===== src/rtl/multicycle_controller.sv =====
// Multicycle MIPS controller: Moore FSM sequencing the shared-memory datapath,
// with a memory handshake on fetch/load/store and an internal ALU decoder.
//
// state | meaning
// ------+---------------------------------------------------------------
//   0   | FETCH    read instruction at PC, PC <= PC+4 when memory is ready
//   1   | DECODE   read registers, precompute branch target into ALUOut
//   2   | MEMADR   effective address = A + SignImm
//   3   | MEMRD    read data memory at ALUOut, wait for mem_ready
//   4   | MEMWB    write MDR to rt
//   5   | MEMWR    write B to memory at ALUOut, wait for mem_ready
//   6   | EXECUTE  R-type ALU operation on A, B
//   7   | ALUWB    write ALUOut to rd
//   8   | BRANCH   compare A, B; load branch target when equal
//   9   | ADDIEXE  A + SignImm
//  10   | ADDIWB   write ALUOut to rt
//  11   | JUMP     load jump target
// 12-15 | unused, recover to FETCH
module multicycle_controller (
   input  logic       clk,
   input  logic       reset_n,
   input  logic [5:0] opcode,
   input  logic [5:0] funct,
   input  logic       zero,
   input  logic       mem_ready,
   output logic       mem_req,
   output logic       IorD,
   output logic       MemWrite,
   output logic       IRWrite,
   output logic       RegDst,
   output logic       MemtoReg,
   output logic       RegWrite,
   output logic       ALUSrcA,
   output logic [1:0] ALUSrcB,
   output logic [1:0] PCSrc,
   output logic       PCEn,
   output logic [2:0] ALUControl,
   output logic       illegal,
   output logic [3:0] state
);

   localparam logic [3:0] S_FETCH   = 4'd0;
   localparam logic [3:0] S_DECODE  = 4'd1;
   localparam logic [3:0] S_MEMADR  = 4'd2;
   localparam logic [3:0] S_MEMRD   = 4'd3;
   localparam logic [3:0] S_MEMWB   = 4'd4;
   localparam logic [3:0] S_MEMWR   = 4'd5;
   localparam logic [3:0] S_EXECUTE = 4'd6;
   localparam logic [3:0] S_ALUWB   = 4'd7;
   localparam logic [3:0] S_BRANCH  = 4'd8;
   localparam logic [3:0] S_ADDIEXE = 4'd9;
   localparam logic [3:0] S_ADDIWB  = 4'd10;
   localparam logic [3:0] S_JUMP    = 4'd11;

   localparam logic [5:0] OP_RTYPE = 6'b000000;
   localparam logic [5:0] OP_LW    = 6'b100011;
   localparam logic [5:0] OP_SW    = 6'b101011;
   localparam logic [5:0] OP_BEQ   = 6'b000100;
   localparam logic [5:0] OP_ADDI  = 6'b001000;
   localparam logic [5:0] OP_J     = 6'b000010;

   localparam logic [1:0] ALUOP_ADD   = 2'b00;
   localparam logic [1:0] ALUOP_SUB   = 2'b01;
   localparam logic [1:0] ALUOP_FUNCT = 2'b10;

   logic [3:0] state_nxt;
   logic [1:0] aluop;
   logic       funct_ok;
   logic       op_ok;
   logic       mem_req_raw;
   logic       irwrite_raw;
   logic       pcen_raw;

   // Legal-instruction check used by DECODE
   always_comb begin
      funct_ok = 1'b0;
      case (funct)
         6'b100000, 6'b100010, 6'b100100, 6'b100101, 6'b101010: funct_ok = 1'b1;
         default: funct_ok = 1'b0;
      endcase
      op_ok = 1'b0;
      case (opcode)
         OP_LW, OP_SW, OP_BEQ, OP_ADDI, OP_J: op_ok = 1'b1;
         OP_RTYPE:                           op_ok = funct_ok;
         default:                            op_ok = 1'b0;
      endcase
   end

   // Next-state logic; memory states hold until mem_ready
   always_comb begin
      state_nxt = state;
      case (state)
         S_FETCH:   state_nxt = mem_ready ? S_DECODE : S_FETCH;
         S_DECODE: begin
            if (!op_ok)                 state_nxt = S_FETCH;
            else if (opcode == OP_RTYPE) state_nxt = S_EXECUTE;
            else if (opcode == OP_BEQ)   state_nxt = S_BRANCH;
            else if (opcode == OP_ADDI)  state_nxt = S_ADDIEXE;
            else if (opcode == OP_J)     state_nxt = S_JUMP;
            else                         state_nxt = S_MEMADR;
         end
         S_MEMADR:  state_nxt = (opcode == OP_SW) ? S_MEMWR : S_MEMRD;
         S_MEMRD:   state_nxt = mem_ready ? S_MEMWB : S_MEMRD;
         S_MEMWB:   state_nxt = S_FETCH;
         S_MEMWR:   state_nxt = mem_ready ? S_FETCH : S_MEMWR;
         S_EXECUTE: state_nxt = S_ALUWB;
         S_ALUWB:   state_nxt = S_FETCH;
         S_BRANCH:  state_nxt = S_FETCH;
         S_ADDIEXE: state_nxt = S_ADDIWB;
         S_ADDIWB:  state_nxt = S_FETCH;
         S_JUMP:    state_nxt = S_FETCH;
         default:   state_nxt = S_FETCH;
      endcase
   end

   // State register; reset forces FETCH immediately, abandoning any access
   always_ff @(posedge clk or negedge reset_n) begin
      if (!reset_n) state <= S_FETCH;
      else          state <= state_nxt;
   end

   // Moore output decode; only the handshake strobes and branch PCEn look at inputs
   always_comb begin
      mem_req_raw = 1'b0;
      irwrite_raw = 1'b0;
      pcen_raw    = 1'b0;
      IorD        = 1'b0;
      MemWrite    = 1'b0;
      RegDst      = 1'b0;
      MemtoReg    = 1'b0;
      RegWrite    = 1'b0;
      ALUSrcA     = 1'b0;
      ALUSrcB     = 2'b00;
      PCSrc       = 2'b00;
      aluop       = ALUOP_ADD;
      illegal     = 1'b0;
      case (state)
         S_FETCH: begin
            mem_req_raw = 1'b1;
            ALUSrcB     = 2'b01;
            irwrite_raw = mem_ready;
            pcen_raw    = mem_ready;
         end
         S_DECODE: begin
            ALUSrcB = 2'b11;
            illegal = ~op_ok;
         end
         S_MEMADR: begin
            ALUSrcA = 1'b1;
            ALUSrcB = 2'b10;
         end
         S_MEMRD: begin
            mem_req_raw = 1'b1;
            IorD        = 1'b1;
         end
         S_MEMWB: begin
            MemtoReg = 1'b1;
            RegWrite = 1'b1;
         end
         S_MEMWR: begin
            mem_req_raw = 1'b1;
            IorD        = 1'b1;
            MemWrite    = 1'b1;
         end
         S_EXECUTE: begin
            ALUSrcA = 1'b1;
            aluop   = ALUOP_FUNCT;
         end
         S_ALUWB: begin
            RegDst   = 1'b1;
            RegWrite = 1'b1;
         end
         S_BRANCH: begin
            ALUSrcA  = 1'b1;
            aluop    = ALUOP_SUB;
            PCSrc    = 2'b01;
            pcen_raw = zero;
         end
         S_ADDIEXE: begin
            ALUSrcA = 1'b1;
            ALUSrcB = 2'b10;
         end
         S_ADDIWB: RegWrite = 1'b1;
         S_JUMP: begin
            PCSrc    = 2'b10;
            pcen_raw = 1'b1;
         end
         default: ;
      endcase
   end

   // Hold memory and PC/IR strobes off while reset is asserted
   assign mem_req = mem_req_raw & reset_n;
   assign IRWrite = irwrite_raw & reset_n;
   assign PCEn    = pcen_raw & reset_n;

   // ALU decoder; unsupported funct falls back to add (already flagged in DECODE)
   always_comb begin
      ALUControl = 3'b010;
      case (aluop)
         ALUOP_SUB: ALUControl = 3'b110;
         ALUOP_FUNCT: begin
            case (funct)
               6'b100010: ALUControl = 3'b110;
               6'b100100: ALUControl = 3'b000;
               6'b100101: ALUControl = 3'b001;
               6'b101010: ALUControl = 3'b111;
               default:   ALUControl = 3'b010;
            endcase
         end
         default: ALUControl = 3'b010;
      endcase
   end

endmodule


===== config.mk =====
export PLATFORM = sky130hd
export DESIGN_NAME = multicycle_controller
export DESIGN_NICKNAME = d
export VERILOG_FILES = /design/src/rtl/multicycle_controller.sv
export SDC_FILE = /design/constraint.sdc
export NUM_CORES = 1
export LEC_CHECK = 0
export ABC_AREA = 0
export CORE_UTILIZATION = 39
export DETAILED_ROUTE_END_ITERATION = 7
export PLACE_DENSITY = 0.85
export SYNTH_ARGS = -nofsm -noshare
export SYNTH_HDL_FRONTEND = slang
export SYNTH_SLANG_ARGS = --single-unit

===== constraint.sdc =====
create_clock -name clk -period 2.09 [get_ports clk]
set_input_delay 0.3135 -clock clk [delete_from_list [all_inputs] [get_ports clk]]
set_output_delay 0.3135 -clock clk [all_outputs]
set_load 0.02 [all_outputs]

# Word level (Yosys, flattened, before mapping)
# Cells that the tools add are included.
dict set report classes {
  eq_ne 23
  n_reduce_logical 9
  bitwise_logic 4
  n_mux 27
}
# cell count
set ops {}
lappend ops {{== test 6 bit, second input constant} 7}
lappend ops {{case mux 4 bit (7 select lines)} 1}
lappend ops {{two-way mux 4 bit} 5}
lappend ops {{== test 4 x 3 -> 1 bit, second input constant} 4}
lappend ops {{== test 4 bit, second input constant} 4}
lappend ops {{case mux 3 bit (4 select lines)} 1}
lappend ops {{two-way mux 1 bit} 11}
lappend ops {{OR reduction 5 bit} 2}
lappend ops {{two-way mux 3 bit} 3}
lappend ops {{== test 4 x 2 -> 1 bit, second input constant} 2}
lappend ops {{case mux 2 bit (2 select lines)} 2}
lappend ops {{== test 6 x 2 -> 1 bit, second input constant} 1}
lappend ops {{== test 6 x 3 -> 1 bit, second input constant} 1}
lappend ops {{== test 6 x 4 -> 1 bit, second input constant} 1}
lappend ops {{logical NOT 6 bit} 1}
lappend ops {{case mux 2 bit (3 select lines)} 1}
lappend ops {{case mux 3 bit (2 select lines)} 1}
lappend ops {{OR reduction 3 bit} 2}
lappend ops {{== test 4 x 1 -> 1 bit, second input constant} 1}
lappend ops {{logical NOT 4 bit} 1}
lappend ops {{OR reduction 2 bit} 2}
lappend ops {{OR reduction 4 bit} 1}
lappend ops {{bitwise AND 1 bit} 3}
lappend ops {{case mux 1 bit (3 select lines)} 1}
lappend ops {{4 further kinds} 4}
dict set report word_totals {
  register_bits 4
  in_bits 16
  out_inout_bits 21
}

# Logic depth before layout (Yosys ltp)
dict set report depth {
  word_depth 7
  depth_mapped 7
  ltp_nobuf 6
}

# Worst setup path before layout
# Ideal clock, no wire load.
dict set report synth_path {
  path_type {reg-to-output}
  startpoint {reg state[2]}
  endpoint {out ALUControl[0]}
  arrival_ns 1.846
  stages_incl_launch_ff 7
  required_ns 1.776
  setup_slack_ns -0.069
  path_buffers 1
  path_cell_list {dfrtp_1 -> buf_4 -> inv_2 -> or3_1 -> ha_1 -> nand3_1 -> nor2_1}
}
dict set report synth_via {
  elab_chain_cells 4
  elab_cells_between_ends 6
}
# item line_no
set synth_rtl {}
lappend synth_rtl {{start: declaration} 39} ;# output logic [3:0] state
lappend synth_rtl {{start signal: assignment} 119} ;# else state <= state_nxt;
lappend synth_rtl {{== test 4 bit or == test 4 x 3 -> 1 bit (tied branches)} 137} ;# case (state)
lappend synth_rtl {{case mux 2 bit (2 select lines) *} 137}
lappend synth_rtl {{== test 2 bit or == test 2 x 1 -> 1 bit (tied branches)} 200} ;# case (aluop)
lappend synth_rtl {{case mux 3 bit (2 select lines) *} 200}
lappend synth_rtl {{end: declaration} 37} ;# output logic [2:0] ALUControl,
# Every way passes the cells marked *; elsewhere a longest branch is shown, timed or not.

# Worst setup path in the final report
dict set report layout_path {
  startpoint {reg state[0]}
  endpoint {out ALUControl[0]}
}
# The elaborated chain is that of the path after synthesis.

==> flow_summary_export.csv <==
group,metric,value,unit
critical_path,cp.required,1780,ps
place,place.gp.congestion,0.818,
logic_synthesis,synthArstFlopShare,1.00,
final_layout,final_cell_mix,"buf_4 (26), clkdlybuf4s50_1 (21), nor2_1 (11)",
final_layout,fin_nets,182,
sta,max_freq,482,MHz
final_layout,regMostFlops,"state",
sta,skew,1.27,ps
route,wl,2400,um
status,outcome,"finished, final reports clean",
logic_synthesis,synthCells,103,
floorplanning,die_w,45.1,um
place,post_dp_cell_area,0.00126,mm^2
final_layout,layout_commonest_cell,"buf_4",
logic_synthesis,synth_seq_area_share,0.138,
final_layout,largest_register_ffs,4,
sta,slew_viol_final,0,
logic_synthesis,synthFlopType,"dfrtp_1",
floorplanning,core-area,0.00173,mm^2
logic_synthesis,syn_avg_cell_area,7.03,um^2
place,hpwl,1800,um
final_layout,area_delta_synth_final,82.4,%
hold_path,holdCritPathClass,"in2async",
critical_path,crit_slowest_cell,"dfrtp_1",
route,drc,0,
logic_synthesis,ys_types,40,
critical_path,path_class,"reg2out",
clock_tree,clk_pin_slew_worst_paths,40,ps
sta,slew_headroom,0.760,
clock_tree,cts_tree,"done",
sta,setup_viol,0,
floorplanning,start_util,0.420,
pwr,leakage,0.618,nW
logic_synthesis,synthTopCellsByArea,"dfrtp_1 (14%), nor2_1 (6.2%), ha_1 (5.2%)",
logic_synthesis,ys.warnings.count,0,
logic_synthesis,synth_nets,122,
critical_path,cp_top_family,"simple AND/OR/NAND/NOR gates",
grt,grt_antenna_before_repair,0,
pwr,ir_worst_vdd,0.403,mV
pwr,totalPowerFinal,0.983,mW
critical_path,crit_chain,"nand2b_4 -> or3_4 -> ha_1 -> nand3_1 -> nor2_2 -> buf_4",
floorplanning,rows,15,
clock_tree,htree_levels,1,
sta,period_share,0.993,
logic_synthesis,yosysTopAreaCellShare,0.138,
clock_tree,cts_buffers,3,
critical_path,worst_ep_arrival_time,1760,ps
route,drt_first_pass_iters,4,
critical_path,end_kind,"output port",
final_layout,fin_area,0.00132,mm^2
critical_path,cp_max_fo,3,
job,drv_cap,0,
sta,period_needed,2070,ps
grt,grt_usage,0.261,
clock_tree,cts.path.max_buffers,2,
clock_tree,postCtsHoldBufs,0,
grt,grt_pass1_wl,3810,um
route,vias_per_cell,5.29,
clock_tree,cts.sinks,4,
sta,hold_viol,0,
floorplanning,die_area,0.00203,mm^2
floorplanning,io_pins,37,
grt,grt_pass1_vias,885,
logic_synthesis,synth_edf_count,0,
route,wl_per_cell,12.9,um
logic_synthesis,ys_seq_elements,4,
final_layout,nFillCells,141,
critical_path,max_stage_delay,370,ps
logic_synthesis,syn-cell-area,724,um^2
logic_synthesis,synth_top_cell_by_area,"dfrtp_1",
grt,grt_max_degree,15,
final_layout,antenna_cells,0,
final_layout,fin_util,0.765,
floorplanning,dieHeight,45.1,um
route,ant_nets,0,
route,vias,984,
final_layout,top_regs,"state x4",
critical_path,cp_num_buf_inv,1,
pwr,power.density,744,mW/mm^2
final_layout,final_layout_size_suffix_gt1_frac,0.342,
sta,worst_pin_slew,358,ps
clock_tree,clk_latency,260,ps
critical_path,cp-start-kind,"flop",
place,port_buffers,36,
grt,gr-total-overflow,0,
sta,grt_setup_unrepaired,"yes",
route,dr.first_iter.drc_count,24,
clock_tree,cts_root_buf,"clkbuf_4",
cells by family (layout without fill, tap and decap cells):
group / after synthesis / in the layout / share of synthesized area
compound gates: 21 / 21 / 0.206
xor+xnor: 3 / 3 / 0.0363
fa+ha+maj: 3 / 3 / 0.0518
buf+inv: 11 / 69 / 0.0777
flops: 4 / 4 / 0.138
mux: 2 / 2 / 0.0276
simple gates: 59 / 59 / 0.463
synth_stat cells, drive strengths merged (2+ instances only):
| master | n |
|---|---|
| nor2b | 7 |
| o21ai | 7 |
| nor2 | 12 |
| nand4b | 2 |
| dfrtp | 4 |
| a21oi | 2 |
| nand3 | 7 |
| ha | 3 |
| nand2 | 10 |
| nand2b | 3 |
| mux2i | 2 |
| inv | 5 |
| xnor2 | 3 |
| buf | 6 |
| nor3b | 5 |
| nor3 | 7 |
power breakdown:
part | internal, mW | switching (mW) | total (mW)
Sequential | 0.0980 | 0.0152 | 0.113
Combinational | 0.354 | 0.404 | 0.758
Clock | 0.0653 | 0.0471 | 0.112
what timing repair did:
action / CTS / global route
resized for setup: 29 / 14
pin swaps: 1 / 0
setup buffers: 1 / 0
endpoints found under the setup margin: 12 / 8
worst register-to-register path: stages (launching register included):
cell,delay (ps)
dfrtp_1,390
buf_4,200
nor4b_2,330
buf_4,180
nand3_1,90
o211ai_1,220
stage by stage:
stage / setup TNS (ps) / cells / hold slack, ps / setup slack, ps
3_5_place_dp: -1070 / 182 / 679 / -391
5_1_grt: -68.5 / 186 / 441 / -39.8
4_1_cts: -10.2 / 186 / 416 / -10.2
6_report: 0 / 186 / 414 / 15.5
2_1_floorplan: 0 / 103 / 17.9 / 4.66
3_3_place_gp: -876 / 182 / 655 / -323
per-layer routing:
layer,share of wire,wire (um),vias up,track usage
met5,0,0,-,0
met4,0.020,49,0,0.152
met3,0.039,94,4,0.0240
met2,0.52,1240,33,0.467
met1,0.42,1020,456,0.300
li1,-,-,491,-
path summary, 6_finish.rpt:
path	startpoint	end	slack, ps	depth (start not counted)
setup / recovery	state[0]	ALUControl[0]	20	6
setup reg to reg	state[3]	state[2]	600	5
max in group asynchronous	reset_n	state[1]	1570	2
hold reg to reg	state[2]	state[3]	680	2
min in group clk	state[2]	state[3]	680	2
hold / removal	reset_n	state[2]	410	2
area by class of cell:
class	instances	area [um^2]	share of cell area
sequential	4	101	0.0767
timing repair buffer	61	527	0.399
tap	25	31.3	0.0237
multi-input combinational	88	621	0.470
clock buffer	3	22.5	0.0170
inverter	5	18.8	0.0142
(Power assumes the default switching activity.)
==> patch: new RTL, config.mk and constraints unchanged <==
Reset style: synchronous (`reset_n`), changed in one clocked block.
--- a/src/rtl/multicycle_controller.sv
+++ b/src/rtl/multicycle_controller.sv
@@ -114,7 +114,7 @@
    end
 
    // State register; reset forces FETCH immediately, abandoning any access
-   always_ff @(posedge clk or negedge reset_n) begin
+   always_ff @(posedge clk) begin
       if (!reset_n) state <= S_FETCH;
       else          state <= state_nxt;
    end
Formal check against the unedited RTL: differs if reset_n is asserted again (counterexample within 4 cycles, from zero or initial values and one cycle with reset_n low); with reset_n held inactive, the same outputs for 10 cycles.
==> patch against the original RTL <==
  * The run now ends with design-rule violations left
  * Cell area down 3.7%
  * Sequential cell count unchanged
  * Count of clock-buffer cells in the layout unchanged
  * Routed wire length up 11%
  * Cell count down 2.7%
  * Worst setup slack better by 0.021 ns
  * Clock skew up 0.0034 ns
  * Critical path depth unchanged
  * First-iteration DRC count up 33%
  * Area after synthesis down 5.7%
  * Critical path type is now in2out
Power is not compared: it rests on default switching activity, and its combinational part moved more than twofold at a synthesized area within 25%.
==> patch: results (changes against the original RTL) <==
Outcome
  – Status: finished with violations
  – Failing checks: design-rule violations

Global route
  – Vias in the first global route: 968 (+9.4%)
  – Largest net degree at the start of global routing: 18 (+3)
  – First-pass GRT wire length: 4070 um (+6.9%)
  – Total GRT Usage: 0.276 (+0.0151)

Logic synthesis
  – Predominant post-synthesis flop cell: dfxtp_1
  – Post-synth ARST share: 0 (-1.00)
  – Synth top cells by count: 10 x nand2_1, 10 x nor2_1, 9 x nor3_1
  – Ranking of synthesized cells by area: dfxtp_1 12%, nor3_1 6.6%, a21oi_1 5.9%, ha_1 5.5%, nand2_1 5.5%
  – Syn nets: 125 (+2.5%)

Detailed routing
  – Post-route DRC: 1 (+1)
  – First DRT Iteration DRCs: 32 (+33%)
  – Detailed Route WL: 2670 um (+11%)
  – 1st-pass router iterations: 8 (+4)
  – Vias per cell: 5.76 (+8.8%)

Clock network
  – Clk_lat worst skew: 0.23 ns (-0.03 ns)
  – Max clock buf depth: 2 (unchanged)

Critical path
  – Crit path max fanout: 2 (-1)
  – Slowest cell delay on critical path: 0.42 ns (+0.05 ns)
  – Cell family with most CP delay: simple AND/OR/NAND/NOR gates
  – CP max stage cell: or4_4
  – Arrival time worst endpoint: 1.74 ns (-0.02 ns)

Min path
  – Min-delay worst type: in2reg

Placement
  – GP Congestion: 0.893 (+9.2%)
  – Area after DPL: 1240 sq um (-2.1%)
  – Dpl hpwl: 1970 um (+9.4%)

Cells and area
  – Multi-input logic area: 582 sq um (-6.2%)
  – Filler cells: 120 (-15%)
  – Share of layout cells above drive strength 1: 0.261 (-0.0810)

STA
  – Clock skew: 0.00470 ns (+0.00343 ns)
  – Worst Tran Pin Value: 0.339 ns (-0.0185 ns)
[patch: path summary, 6_finish.rpt]
check                         to  slack, ns  depth (start not counted)           startpoint
min          state[0]$_SDFF_PN0_       0.63                          5            opcode[4]
min reg2reg  state[3]$_SDFF_PN0_       0.74                          3  state[3]$_SDFF_PN0_
max                      illegal       0.04                          6            opcode[5]
max reg2reg  state[2]$_SDFF_PN0_       0.47                          7  state[1]$_SDFF_PN0_
[patch: stage by stage]
stage               setup slack [ns]  hold WS, ns  total power [uW]  cells  setup TNS [ns]
finish                        0.0367        0.633               333    181               0
global route                 -0.0208        0.670               351    181         -0.0208
CTS                           -0.236        0.729               334    181          -0.236
detailed placement            -0.616        0.716               241    178           -1.24
global placement              -0.590        0.708               236    178           -1.06
floorplan                   -0.00158        0.470               148    106        -0.00158
[patch: layout make-up]
cell class	instances	area share
sequential	4	0.0629
clock buffer	3	0.0177
tap	16	0.0157
timing repair buffer	63	0.432
multi-input combinational	90	0.457
inverter	5	0.0147
[patch: power by group through the flow]
stage / sequential, uW / clock [uW] / combinational (uW)
after global routing: 80.1 / 98.4 / 173
final: 79.8 / 91.9 / 161
after CTS: 79.8 / 97.4 / 157
after floorplan: 82.9 / 0 / 64.9
after global placement: 80.7 / 0 / 155
after detailed placement: 80.8 / 0 / 160
[patch: cell families (layout without fill, tap and decap cells)]
logic type	after synthesis	in the layout	synth area share
multiplexers	1	1	0.0147
adder cells (fa/ha/maj)	3	3	0.0550
XOR/XNOR	4	4	0.0513
buffers and inverters	12	71	0.0769
AO/OA/AOI/OAI	29	29	0.277
AND/OR/NAND/NOR	53	53	0.408
flip-flops	4	4	0.117
[patch: routing by layer]
| metal | GRT usage | vias to the layer above | part of all wire |
|---|---|---|---|
| met1 | 0.338 | 487 | 0.42 |
| met3 | 0.0458 | 4 | 0.058 |
| met5 | 0 | - | 0 |
| met2 | 0.484 | 45 | 0.51 |
| li1 | - | 506 | - |
| met4 | 0.0970 | 0 | 0.0086 |
[patch: tightest hold or removal path: cells and delay by family]
family / cells / cell delay (ns)
compound gates: 1 / 0.13
simple gates: 2 / 0.12
buf+inv: 2 / 0.24
[patch: what timing repair did]
item / CTS / global route
setup endpoints to repair: 13 / 3
buffers inserted: 0 / 0
pin swaps: 2 / 1
gates resized for setup: 25 / 14
